**config.mk**
```make
export PLATFORM = sky130hd
export DESIGN_NAME = reg_commit_ctrl
export DESIGN_NICKNAME = d
export VERILOG_FILES = /design/src/rtl/reg_commit_pkg.sv /design/src/rtl/reg_commit_watchdog.sv /design/src/rtl/reg_commit_ctrl.sv
export SDC_FILE = /design/constraint.sdc
export NUM_CORES = 1
export LEC_CHECK = 0
export CORE_MARGIN = 10
export CORE_UTILIZATION = 52
export DETAILED_ROUTE_END_ITERATION = 8
export GPL_ROUTABILITY_DRIVEN = 0
export PLACE_DENSITY_LB_ADDON = 0.08
export SLEW_MARGIN = 20
export SYNTH_ARGS = -nofsm -noshare
export SYNTH_HDL_FRONTEND = slang
export SYNTH_HIERARCHICAL = 1
export SYNTH_SLANG_ARGS = --single-unit
```
**constraint.sdc**
```tcl
create_clock -name clk -period 1.9 [get_ports clk]
set_clock_uncertainty 0.05 [all_clocks]
set_input_delay 0.19 -clock clk [delete_from_list [all_inputs] [get_ports clk]]
set_output_delay 0.19 -clock clk [all_outputs]
set_load 0.005 [all_outputs]
```
**src/rtl/reg_commit_pkg.sv**
```systemverilog
// rtl/reg_commit_pkg.sv - shared types and constants for the frame-synchronous register commit controller
package reg_commit_pkg;

    // SPI-side register addresses; every other code is consumed and dropped
    typedef enum logic [2:0] {
        ADDR_COLOR1 = 3'd1,
        ADDR_COLOR2 = 3'd2,
        ADDR_COLOR3 = 3'd3,
        ADDR_COLOR4 = 3'd4,
        ADDR_MISC   = 3'd7
    } reg_addr_t;

    typedef enum logic [1:0] {
        IDLE    = 2'd0,
        PENDING = 2'd1,
        COMMIT  = 2'd2
    } commit_state_t;

    localparam int NUM_REGS = 5;

    // Position of each register in the dirty mask and in the commit walk
    localparam logic [2:0] IDX_COLOR1 = 3'd0;
    localparam logic [2:0] IDX_COLOR2 = 3'd1;
    localparam logic [2:0] IDX_COLOR3 = 3'd2;
    localparam logic [2:0] IDX_COLOR4 = 3'd3;
    localparam logic [2:0] IDX_MISC   = 3'd4;

    // Width of the forced-commit counter
    localparam int WD_CNT_W = 20;

    function automatic logic addr_valid(input logic [2:0] addr);
        case (addr)
            ADDR_COLOR1, ADDR_COLOR2, ADDR_COLOR3, ADDR_COLOR4, ADDR_MISC: addr_valid = 1'b1;
            default:                                                       addr_valid = 1'b0;
        endcase
    endfunction

    function automatic logic [2:0] addr_index(input logic [2:0] addr);
        case (addr)
            ADDR_COLOR2: addr_index = IDX_COLOR2;
            ADDR_COLOR3: addr_index = IDX_COLOR3;
            ADDR_COLOR4: addr_index = IDX_COLOR4;
            ADDR_MISC:   addr_index = IDX_MISC;
            default:     addr_index = IDX_COLOR1;
        endcase
    endfunction

endpackage

```
**src/rtl/reg_commit_watchdog.sv**
```systemverilog
// rtl/reg_commit_watchdog.sv - forced-commit timeout counter, present only with REG_COMMIT_WATCHDOG_EN
`ifdef REG_COMMIT_WATCHDOG_EN
module reg_commit_watchdog
    import reg_commit_pkg::*;
#(
    parameter int unsigned WATCHDOG_CYCLES = 1048576
) (
    input  logic clk,
    input  logic reset,
    input  logic in_pending,
    output logic timeout
);

    localparam logic [WD_CNT_W-1:0] LIMIT = WD_CNT_W'(WATCHDOG_CYCLES - 1);

    logic [WD_CNT_W-1:0] cnt;

    // Count cycles spent in PENDING; held at zero everywhere else so each entry starts from zero
    always_ff @(posedge clk) begin
        if (reset || !in_pending) begin
            cnt <= '0;
        end else begin
            cnt <= cnt + 1'b1;
        end
    end

    assign timeout = in_pending && (cnt == LIMIT);

endmodule
`endif

```
**src/rtl/reg_commit_ctrl.sv**
```systemverilog
// rtl/reg_commit_ctrl.sv - shadow/live display registers committed at frame start (optional REG_COMMIT_WATCHDOG_EN)
module reg_commit_ctrl
    import reg_commit_pkg::*;
#(
    parameter logic [5:0]  COLOR1_DEFAULT  = 6'd0,
    parameter logic [5:0]  COLOR2_DEFAULT  = 6'd0,
    parameter logic [5:0]  COLOR3_DEFAULT  = 6'd0,
    parameter logic [5:0]  COLOR4_DEFAULT  = 6'd0,
    parameter logic [4:0]  MISC_DEFAULT    = 5'd0,
    parameter int unsigned WATCHDOG_CYCLES = 1048576
) (
    input  logic       clk,
    input  logic       reset,
    input  logic       wr_valid,
    output logic       wr_ready,
    input  logic [2:0] wr_addr,
    input  logic [5:0] wr_data,
    input  logic       frame_start,
    output logic [5:0] color1,
    output logic [5:0] color2,
    output logic [5:0] color3,
    output logic [5:0] color4,
    output logic [4:0] misc,
    output logic       pending,
    output logic       commit_done
);

    commit_state_t          state;
    commit_state_t          state_next;
    logic [NUM_REGS-1:0]    dirty;
    logic [NUM_REGS-1:0]    dirty_next;
    logic [2:0]             walk_idx;
    logic [5:0]             shadow_c1;
    logic [5:0]             shadow_c2;
    logic [5:0]             shadow_c3;
    logic [5:0]             shadow_c4;
    logic [4:0]             shadow_misc;
    logic                   wr_accept;
    logic [2:0]             wr_idx;
    logic                   wd_timeout;
    logic                   start_commit;
    logic                   walk_last;

`ifdef REG_COMMIT_WATCHDOG_EN
    reg_commit_watchdog #(
        .WATCHDOG_CYCLES (WATCHDOG_CYCLES)
    ) u_watchdog (
        .clk        (clk),
        .reset      (reset),
        .in_pending (state == PENDING),
        .timeout    (wd_timeout)
    );
`else
    // Without the watchdog a stalled display simply leaves the writes pending
    localparam int unsigned unused_watchdog_cycles = WATCHDOG_CYCLES;
    assign wd_timeout = 1'b0;
`endif

    assign wr_accept    = wr_valid && wr_ready && addr_valid(wr_addr);
    assign wr_idx       = addr_index(wr_addr);
    assign start_commit = (state == PENDING) && (frame_start || wd_timeout);
    assign walk_last    = (walk_idx == IDX_MISC);

    // Next dirty mask and next state; a write landing in the start cycle is still picked up by the walk
    always_comb begin
        dirty_next = dirty;
        state_next = state;
        if (state == COMMIT) begin
            dirty_next[walk_idx] = 1'b0;
        end
        if (wr_accept) begin
            dirty_next[wr_idx] = 1'b1;
        end
        case (state)
            IDLE:    state_next = (dirty_next != '0) ? PENDING : IDLE;
            PENDING: state_next = start_commit ? COMMIT : PENDING;
            COMMIT:  state_next = walk_last ? IDLE : COMMIT;
            default: state_next = IDLE;
        endcase
    end

    // Controller state, shadow capture, commit walk and registered status outputs
    always_ff @(posedge clk) begin
        if (reset) begin
            state       <= IDLE;
            dirty       <= '0;
            walk_idx    <= '0;
            wr_ready    <= 1'b0;
            pending     <= 1'b0;
            commit_done <= 1'b0;
            shadow_c1   <= COLOR1_DEFAULT;
            shadow_c2   <= COLOR2_DEFAULT;
            shadow_c3   <= COLOR3_DEFAULT;
            shadow_c4   <= COLOR4_DEFAULT;
            shadow_misc <= MISC_DEFAULT;
            color1      <= COLOR1_DEFAULT;
            color2      <= COLOR2_DEFAULT;
            color3      <= COLOR3_DEFAULT;
            color4      <= COLOR4_DEFAULT;
            misc        <= MISC_DEFAULT;
        end else begin
            state       <= state_next;
            dirty       <= dirty_next;
            pending     <= |dirty_next;
            wr_ready    <= (state_next != COMMIT);
            commit_done <= (state == COMMIT) && walk_last;
            walk_idx    <= ((state == COMMIT) && !walk_last) ? walk_idx + 3'd1 : 3'd0;

            if (wr_accept) begin
                case (wr_idx)
                    IDX_COLOR1: shadow_c1   <= wr_data;
                    IDX_COLOR2: shadow_c2   <= wr_data;
                    IDX_COLOR3: shadow_c3   <= wr_data;
                    IDX_COLOR4: shadow_c4   <= wr_data;
                    default:    shadow_misc <= wr_data[4:0];
                endcase
            end

            if ((state == COMMIT) && dirty[walk_idx]) begin
                case (walk_idx)
                    IDX_COLOR1: color1 <= shadow_c1;
                    IDX_COLOR2: color2 <= shadow_c2;
                    IDX_COLOR3: color3 <= shadow_c3;
                    IDX_COLOR4: color4 <= shadow_c4;
                    default:    misc   <= shadow_misc;
                endcase
            end
        end
    end

endmodule
```
Yosys cells after proc, flatten, opt, wreduce, memory -nomap -nowiden:

Cells that the tools add are included.

* input bits: 13
* register bits: 71

* bitwise gates (word level): 6
* mux-type cells: 14
* add/sub/neg operators: 1
* order comparisons: 4
* eq/ne operators: 15
* reductions and logical operators: 28

Operators with widths (count)
* $reduce_and 2->1: 10
* $eq 3x2->1 const B: 6
* $pmux 3 s4: 1
* $mux 5: 2
* $reduce_or 5->1: 2
* $eq 3x1->1 const B: 3
* $eq 3x3->1 const B: 3
* $logic_and 1x1->1: 8
* $lt 3x4->1 const B: 2
* $reduce_or 4->1: 2
* $demux 1 s3: 2
* $ge 3x1->1 const B: 2
* $logic_not 3->1: 2
* $pmux 2 s3: 1
* $and 5x5->5: 1
* $mux 1: 5
* $not 5->5: 1
* $or 5x5->5: 1
* $reduce_bool 5->1: 1
* $mux 2: 2
* $add 3x1->3 const B: 1
* $bmux 1 s3: 1
* $not 1->1: 3
* $eq 2x1->1 const B: 1
* other kinds (5): 5

Depth between registers and ports, before layout:

Gate-level depths: netlist of run 1.

* depth after elaboration: 13
* depth in mapped cells: 7
* mapped depth without buffers: 5

Worst setup path before layout of run 1:

OpenSTA, ideal clock, no wires.

* path type: reg2reg
* from: reg walk_idx[0]
* to: reg state[0]
* period minus slack after synthesis: 1724 ps
* setup slack: 176 ps
* library setup time: 117 ps
* cell stages (with the launch flop): 7
* data arrival time: 1557 ps
* required time: 1733 ps
* cells stage by stage: dfxtp_1 -> buf_6 -> or3b_4 -> or3_1 -> a21oi_2 -> and4b_1 -> a21oi_1

* word-level cells in the longest chain between the ends: 12
* elaborated cells on any way between the ends: 13
* those cells by class: 2 x order compare; 6 x mux; 3 x bitwise; 2 x reduce/logical

Ends and longest elaborated chain
* from (decl): RTL line reg_commit_ctrl.sv:32 `logic [2:0] walk_idx;`
* from (signal assigned): RTL line reg_commit_ctrl.sv:107 `walk_idx <= ((state == COMMIT) && !walk_last) ? walk_idx + 3'd1 : 3'd0;`
* $lt 3x4->1 (not written as such) / $ge 3x1->1 (equally long branches): RTL line reg_commit_ctrl.sv:69 `dirty_next[walk_idx] = 1'b0;`
* $logic_and 1x1->1 (not written as such): RTL line reg_commit_ctrl.sv:69
* $mux 1 (not written as such): RTL line reg_commit_ctrl.sv:69
* $demux 1 s3 (*): RTL line reg_commit_ctrl.sv:69
* $not 5->5 (no line) (*)
* $and 5x5->5 (no line) (*)
* $mux 5 (*): RTL line reg_commit_ctrl.sv:68 `if (state == COMMIT) begin`
* $or 5x5->5 (no line)
* $mux 5 (*): RTL line reg_commit_ctrl.sv:71 `if (wr_accept) begin`
* $reduce_bool 5->1 (*): RTL line reg_commit_ctrl.sv:75 `IDLE: state_next = (dirty_next != '0) ? PENDING : IDLE;`
* $mux 1 (*): RTL line reg_commit_ctrl.sv:75
* $pmux 2 s3 (*): RTL line reg_commit_ctrl.sv:74 `case (state)`
* to (signal assigned): RTL line reg_commit_ctrl.sv:102 `state <= state_next;`
* to (decl): RTL line reg_commit_ctrl.sv:28 `commit_state_t state;`

Mark *: on every way between the ends. The rest lies on a longest branch, timed or not.
A chain may end at the register's enable or synchronous reset.

Final worst setup path of run 1:

Ends and elaborated chain as after synthesis.

==> impl_metrics.py, run 1 <==
metrics = {
    "clock_tree": {
        "cts_hold_buf": 0,
        "cts_buffer_depth": 2,
        "cts_root_buf": "clkbuf_8",
        "cts_buffers": 9,
        "post_cts_buffers": 0,
        "clk_pin_slew_ns": 0.07,
        "htreeDepth": 3,
        "cts_tree": "done",
        "clk_latency_ns": 0.33,
        "cts_sinks": 71,
    },
    "die": {
        "die-area_um2": 8460,
        "core-area_um2": 5070,
        "num_io_pins": 45,
        "die_w_um": 92.0,
        "start_util_pct": 53.1,
        "die_h_um": 92.0,
        "row_count": 26,
    },
    "synthesis": {
        "netlist_area_um2": 2690,
        "ys_seq_area_share_pct": 52.8,
        "synth_edf_count": 0,
        "synth_ff_type": "dfxtp_1",
        "ys_types": 28,
        "yosysTopAreaCell": "dfxtp_1",
        "synthTopCellsByArea": "dfxtp_1 53%, mux2i_1 22%, nor2_1 9.9%",
        "syn_nets": 282,
        "ys_ff_latch": 71,
        "synth_common_cells": "71 x dfxtp_1, 71 x nor2_1, 60 x mux2i_1",
        "netlist_instances": 264,
        "synth_warnings": 6,
        "synth_top_area_share_pct": 52.8,
        "syn_area_per_cell_um2": 10.2,
        "async_flop_share_pct": 0,
    },
    "placed_design": {
        "hpwl_mm": 4.11,
        "dp_cells": 380,
        "placedInstanceArea_um2": 3290,
        "port_buffers": 44,
    },
    "setup_path": {
        "rrSetupSlack_ns": 0.11,
        "worstPathRequired_ns": 2.08,
        "r2r_start": "walk_idx[0]",
        "cp_max_fo": 8,
        "crit_type": "reg -> reg",
        "endpoint_kind": "flip-flop",
        "timing.rr.end": "state[0]",
        "r2r_cells": 5,
        "start_kind": "flip-flop",
        "crit_arrival_ns": 1.98,
    },
    "grt": {
        "grt_pass1_vias": 1988,
        "grt_pass1_wl_mm": 9.45,
        "grt_overflow": 0,
        "grt_max_degree": 62,
        "grt_usage_pct": 13.9,
        "antenna_found_initial": 0,
    },
    "power_and_ir_drop": {
        "p_leak_nw": 1.43,
        "clockPowerShare_pct": 38.3,
        "intPower_mw": 2.06,
        "combPwrFrac_pct": 5.7,
        "p_switching_uw": 669,
        "power.density_nw_per_um2": 786,
        "ir_worst_vdd_mv": 0.480,
        "sw_frac_of_total_pct": 24.5,
        "seqPwrFrac_pct": 55.9,
    },
    "finish": {
        "stdcell_count": 396,
        "area_growth_pct": 28.8,
        "antennaDiodeCount": 0,
        "seq_area_um2": 1420,
        "final_area_um2": 3470,
        "nNetsFinal": 339,
        "fillers": 445,
        "drive_gt1_share_pct": 11.7,
        "multi_input_comb_area_um2": 1210,
    },
    "worst_hold_path": {
        "hp-start": "reset",
        "hold_class": "in -> reg",
        "holdPathStages": 2,
        "min_to": "pending",
    },
    "outcome": {
        "outcome": "finished, final reports clean",
    },
    "timing": {
        "period_share_pct": 94.4,
        "slew_viol_final": 0,
        "setup_violations": 0,
        "hold_ws_ns": 0.118,
        "tns_ns": 0,
        "maxSlewHeadroom_pct": 73.1,
        "max_freq_mhz": 558,
        "finalCriticalPeriod_ns": 1.79,
        "finalHoldViolations": 0,
        "tightest_slew_ns": 0.403,
        "rsz0062_at_grt": "no",
    },
    "routing": {
        "first_iter_violations": 69,
        "wirelength_mm": 5.73,
        "vias_per_cell": 4.93,
        "antenna_left": 0,
        "dr.pass1.iters": 4,
        "wl_per_cell_um": 14.5,
        "vias": 1954,
        "drc_errors": 0,
    },
    "run": {
        "drv_cap": 0,
    },
}
-- worst max-delay path by stage --
| stage | from | slack, ns | end |
|---|---|---|---|
| floorplan | walk_idx[0] | 0.18 | state[0] |
| global placement | wr_addr[2] | 0.12 | shadow_c4[2] |
| detailed placement | wr_addr[2] | 0.08 | shadow_c4[3] |
| CTS | walk_idx[0] | 0.11 | color4[4] |
| global route | walk_idx[0] | 0.03 | state[0] |
| finish | walk_idx[0] | 0.11 | state[0] |
-- state kept, by name (all words and copies together) (netlist names) --
signal       cells
color2           6
pending          1
shadow_c2        6
shadow_c1        6
misc             5
walk_idx         3
commit_done      1
shadow_c4        6
wr_ready         1
color1           6
shadow_c3        6
color4           6
color3           6
shadow_misc      5
state            2
dirty            5
-- cell families after synthesis --
family                     after synthesis  synth area share (%)
buffers and inverters                   15                  2.41
and+or+nand+nor                        102                  17.6
adders and majority gates                5                  2.32
AOI/OAI and AO/OA                       11                  2.65
muxes                                   60                  22.3
DFF                                     71                  52.8
-- critical path: stages, from the launching register on --
cell     delay, ns
dfxtp_1       0.40
or3b_4        0.43
or3_1         0.34
a21oi_2       0.17
and4b_1       0.23
a21oi_1       0.07
-- repair_timing --
item                       4_1_cts  5_1_grt
gates resized for setup          0        1
hold endpoints to repair         0        0
setup endpoints to repair        0        2
-- cells in the final DEF, fill, tap and decap left out, types with 2 or more instances in the layout --
master	n
nor2_2	2
o21ai_0	2
dfxtp_1	71
nor3_2	2
buf_4	11
a21oi_1	4
nand2_1	6
inv_1	4
nand3_1	5
clkbuf_8	9
buf_12	2
nor2_1	71
or3_1	4
nor2b_1	3
clkinvlp_4	3
mux2i_1	60
nand2b_1	2
a21oi_2	2
ha_1	5
clkdlybuf4s50_1	43
-- power by group through the flow --
| stage | clock network, mW | registers, mW | logic, mW |
|---|---|---|---|
| global placement | 0 | 1.56 | 0.155 |
| floorplan | 0 | 1.56 | 0.0842 |
| CTS | 1.08 | 1.52 | 0.158 |
| finish | 1.05 | 1.52 | 0.157 |
| detailed placement | 0 | 1.56 | 0.158 |
| global route | 1.13 | 1.53 | 0.173 |
-- area by class of cell --
type	instances	area share [%]
Sequential cell	71	41.0
Multi-Input combinational cell	178	35.0
Timing Repair Buffer	57	16.1
Clock buffer	10	3.68
Tap cell	70	2.53
Clock inverter	6	1.30
Inverter	4	0.433
-- layer usage --
layer  share of wire (%)  wire, µm  up-vias  GRT usage (%)
met1                  45      2590      919           15.9
met4                0.68        39        0           5.78
met2                  50      2860       28           23.1
met3                 4.3       249        4           5.05
met5                   0         0        -              0
li1                    -         -     1003              -
-- metrics by stage --
| step | power [mW] | worst slack, ns | util [%] |
|---|---|---|---|
| 5_1_grt | 2.83 | 0.0300 | 68.3 |
| 2_1_floorplan | 1.64 | 0.176 | - |
| 4_1_cts | 2.76 | 0.106 | 68.2 |
| 3_3_place_gp | 1.71 | 0.121 | 64.8 |
| 6_report | 2.73 | 0.106 | 68.3 |
| 3_5_place_dp | 1.72 | 0.0839 | 64.8 |
(Power assumes the default switching activity.)
==> inputs of run 2 (changes only) <==
- CORE_UTILIZATION: 52 -> 40
==> run 2 against run 1 <==
Sequential share of layout area decreased by 0.57 points. Setup slack better by 0.036 ns. Total power up 5.0%. Via count down 0.41%. Worst hold slack better by 0.13 ns. Register-to-register slack improved by 0.04 ns. Highest routed layer unchanged.
==> impl_metrics.py, run 2 (synthesized netlist as in run 1, its figures left out) <==
metrics = {
    "outcome": {
        "outcome": "finished, final reports clean",
    },
    "timing": {
        "period_share_pct": 92.5,
        "slew_viol_final": 0,
        "tns_ns": 0,
        "hold_ws_ns": 0.246,
        "tightest_slew_ns": 0.496,
        "finalHoldViolations": 0,
        "rsz0062_at_grt": "no",
        "finalCriticalPeriod_ns": 1.76,
        "max_freq_mhz": 569,
        "maxSlewHeadroom_pct": 66.9,
        "setup_violations": 0,
    },
    "clock_tree": {
        "cts_sinks": 71,
        "clk_pin_slew_ns": 0.08,
        "post_cts_buffers": 0,
        "cts_root_buf": "clkbuf_8",
        "cts_buffers": 9,
        "htreeDepth": 3,
        "cts_resized": 0,
        "clk_latency_ns": 0.34,
        "cts_hold_buf": 0,
        "cts_buffer_depth": 2,
        "cts_tree": "done",
    },
    "die": {
        "row_count": 29,
        "core-area_um2": 6460,
        "die_h_um": 102,
        "die-area_um2": 10400,
        "num_io_pins": 45,
        "start_util_pct": 41.7,
        "die_w_um": 102,
    },
    "routing": {
        "dr.pass1.iters": 4,
        "vias_per_cell": 4.79,
        "drc_errors": 0,
        "first_iter_violations": 32,
        "antenna_left": 0,
        "wl_per_cell_um": 14.9,
        "vias": 1946,
        "wirelength_mm": 6.04,
    },
    "finish": {
        "final_cell_mix": "71 x nor2_1, 71 x dfxtp_1, 60 x mux2i_1, 43 x clkdlybuf4s50_1, 14 x buf_4",
        "area_growth_pct": 30.6,
        "fillers": 593,
        "antennaDiodeCount": 0,
        "drive_gt1_share_pct": 12.5,
        "final_area_um2": 3520,
        "nNetsFinal": 342,
        "stdcell_count": 406,
    },
    "grt": {
        "antenna_found_initial": 0,
        "grt_usage_pct": 12.0,
        "grt_pass1_vias": 1983,
        "grt_max_degree": 29,
        "grt_overflow": 0,
        "grt_pass1_wl_mm": 9.74,
    },
    "setup_path": {
        "endpoint_kind": "flip-flop",
        "cp_max_fo": 7,
        "worstPathRequired_ns": 2.06,
        "crit_slowest_cell": "or3b_4",
        "timing.rr.end": "pending",
        "cpPeakStageDelay_ns": 0.42,
        "r2r_start": "walk_idx[0]",
        "crit_type": "reg -> reg",
        "crit_arrival_ns": 1.92,
        "rrSetupSlack_ns": 0.14,
        "r2r_cells": 5,
        "start_kind": "flip-flop",
        "cp_cell_sequence": "or3b_4 > or3_1 > a21oi_2 > and4b_1 > nor2_1",
    },
    "placed_design": {
        "hpwl_mm": 4.36,
        "port_buffers": 44,
        "placedInstanceArea_um2": 3320,
        "dp_cells": 390,
    },
    "power_and_ir_drop": {
        "power.density_nw_per_um2": 814,
        "ir_worst_vdd_mv": 0.619,
        "p_leak_nw": 1.46,
    },
    "worst_hold_path": {
        "hold_class": "in -> reg",
        "hp-start": "reset",
        "holdPathStages": 2,
        "min_to": "color3[1]",
    },
    "run": {
        "drv_cap": 0,
    },
}
[run 2: cell types whose count changed in the layout (fill, tap and decap cells not counted)]
cell,previous run,this run
buf_4,11,14
clkbuf_1,1,0
bufinv_16,0,1
clkinv_2,1,2
o22ai_1,0,1
o22ai_2,1,0
clkinvlp_4,3,2
[run 2: layer usage]
metal	part of all wire, %	up-vias	GRT usage [%]	wire length (µm)
met2	48	34	19.8	2900
met1	46	897	14.0	2800
met3	4.8	6	4.79	291
met5	0	-	0	0
met4	0.91	0	3.80	55
li1	-	1009	-	-
[run 2: worst max path at each step]
stage	start	end	slack, ns
after CTS	walk_idx[0]	pending	0.14
after global routing	walk_idx[0]	pending	0.09
final	walk_idx[0]	pending	0.14
after global placement	wr_addr[2]	state[0]	0.15
after detailed placement	wr_addr[2]	state[0]	0.10
after floorplan	walk_idx[0]	state[0]	0.18
[run 2: final cells by class]
class	instances	area, µm²	share of cell area (%)
Tap cell	77	96.3	2.74
Inverter	4	15.0	0.427
Clock buffer	9	124	3.52
Timing Repair Buffer	60	581	16.5
Clock inverter	7	72.6	2.06
Multi-Input combinational cell	178	1210	34.3
Sequential cell	71	1420	40.4
[run 2: critical path, delay by kind of cell, from the launching register on]
| family | cells | cell delay, ns |
|---|---|---|
| DFF | 1 | 0.39 |
| and+or+nand+nor | 4 | 1.04 |
| AOI/OAI and AO/OA | 1 | 0.15 |
[run 2: metrics by stage]
step	power (mW)	utilization (%)	worst slack, ns
final	2.86	54.5	0.142
after global routing	2.99	54.5	0.0876
after CTS	2.91	54.5	0.138
after detailed placement	1.72	51.4	0.104
after global placement	1.72	51.4	0.146
after floorplan	1.64	-	0.176
[run 2: where the power goes]
part | switching (mW) | total (mW) | internal (mW)
Combinational | 0.0869 | 0.163 | 0.0756
Clock | 0.569 | 1.18 | 0.608
Sequential | 0.0166 | 1.53 | 1.51
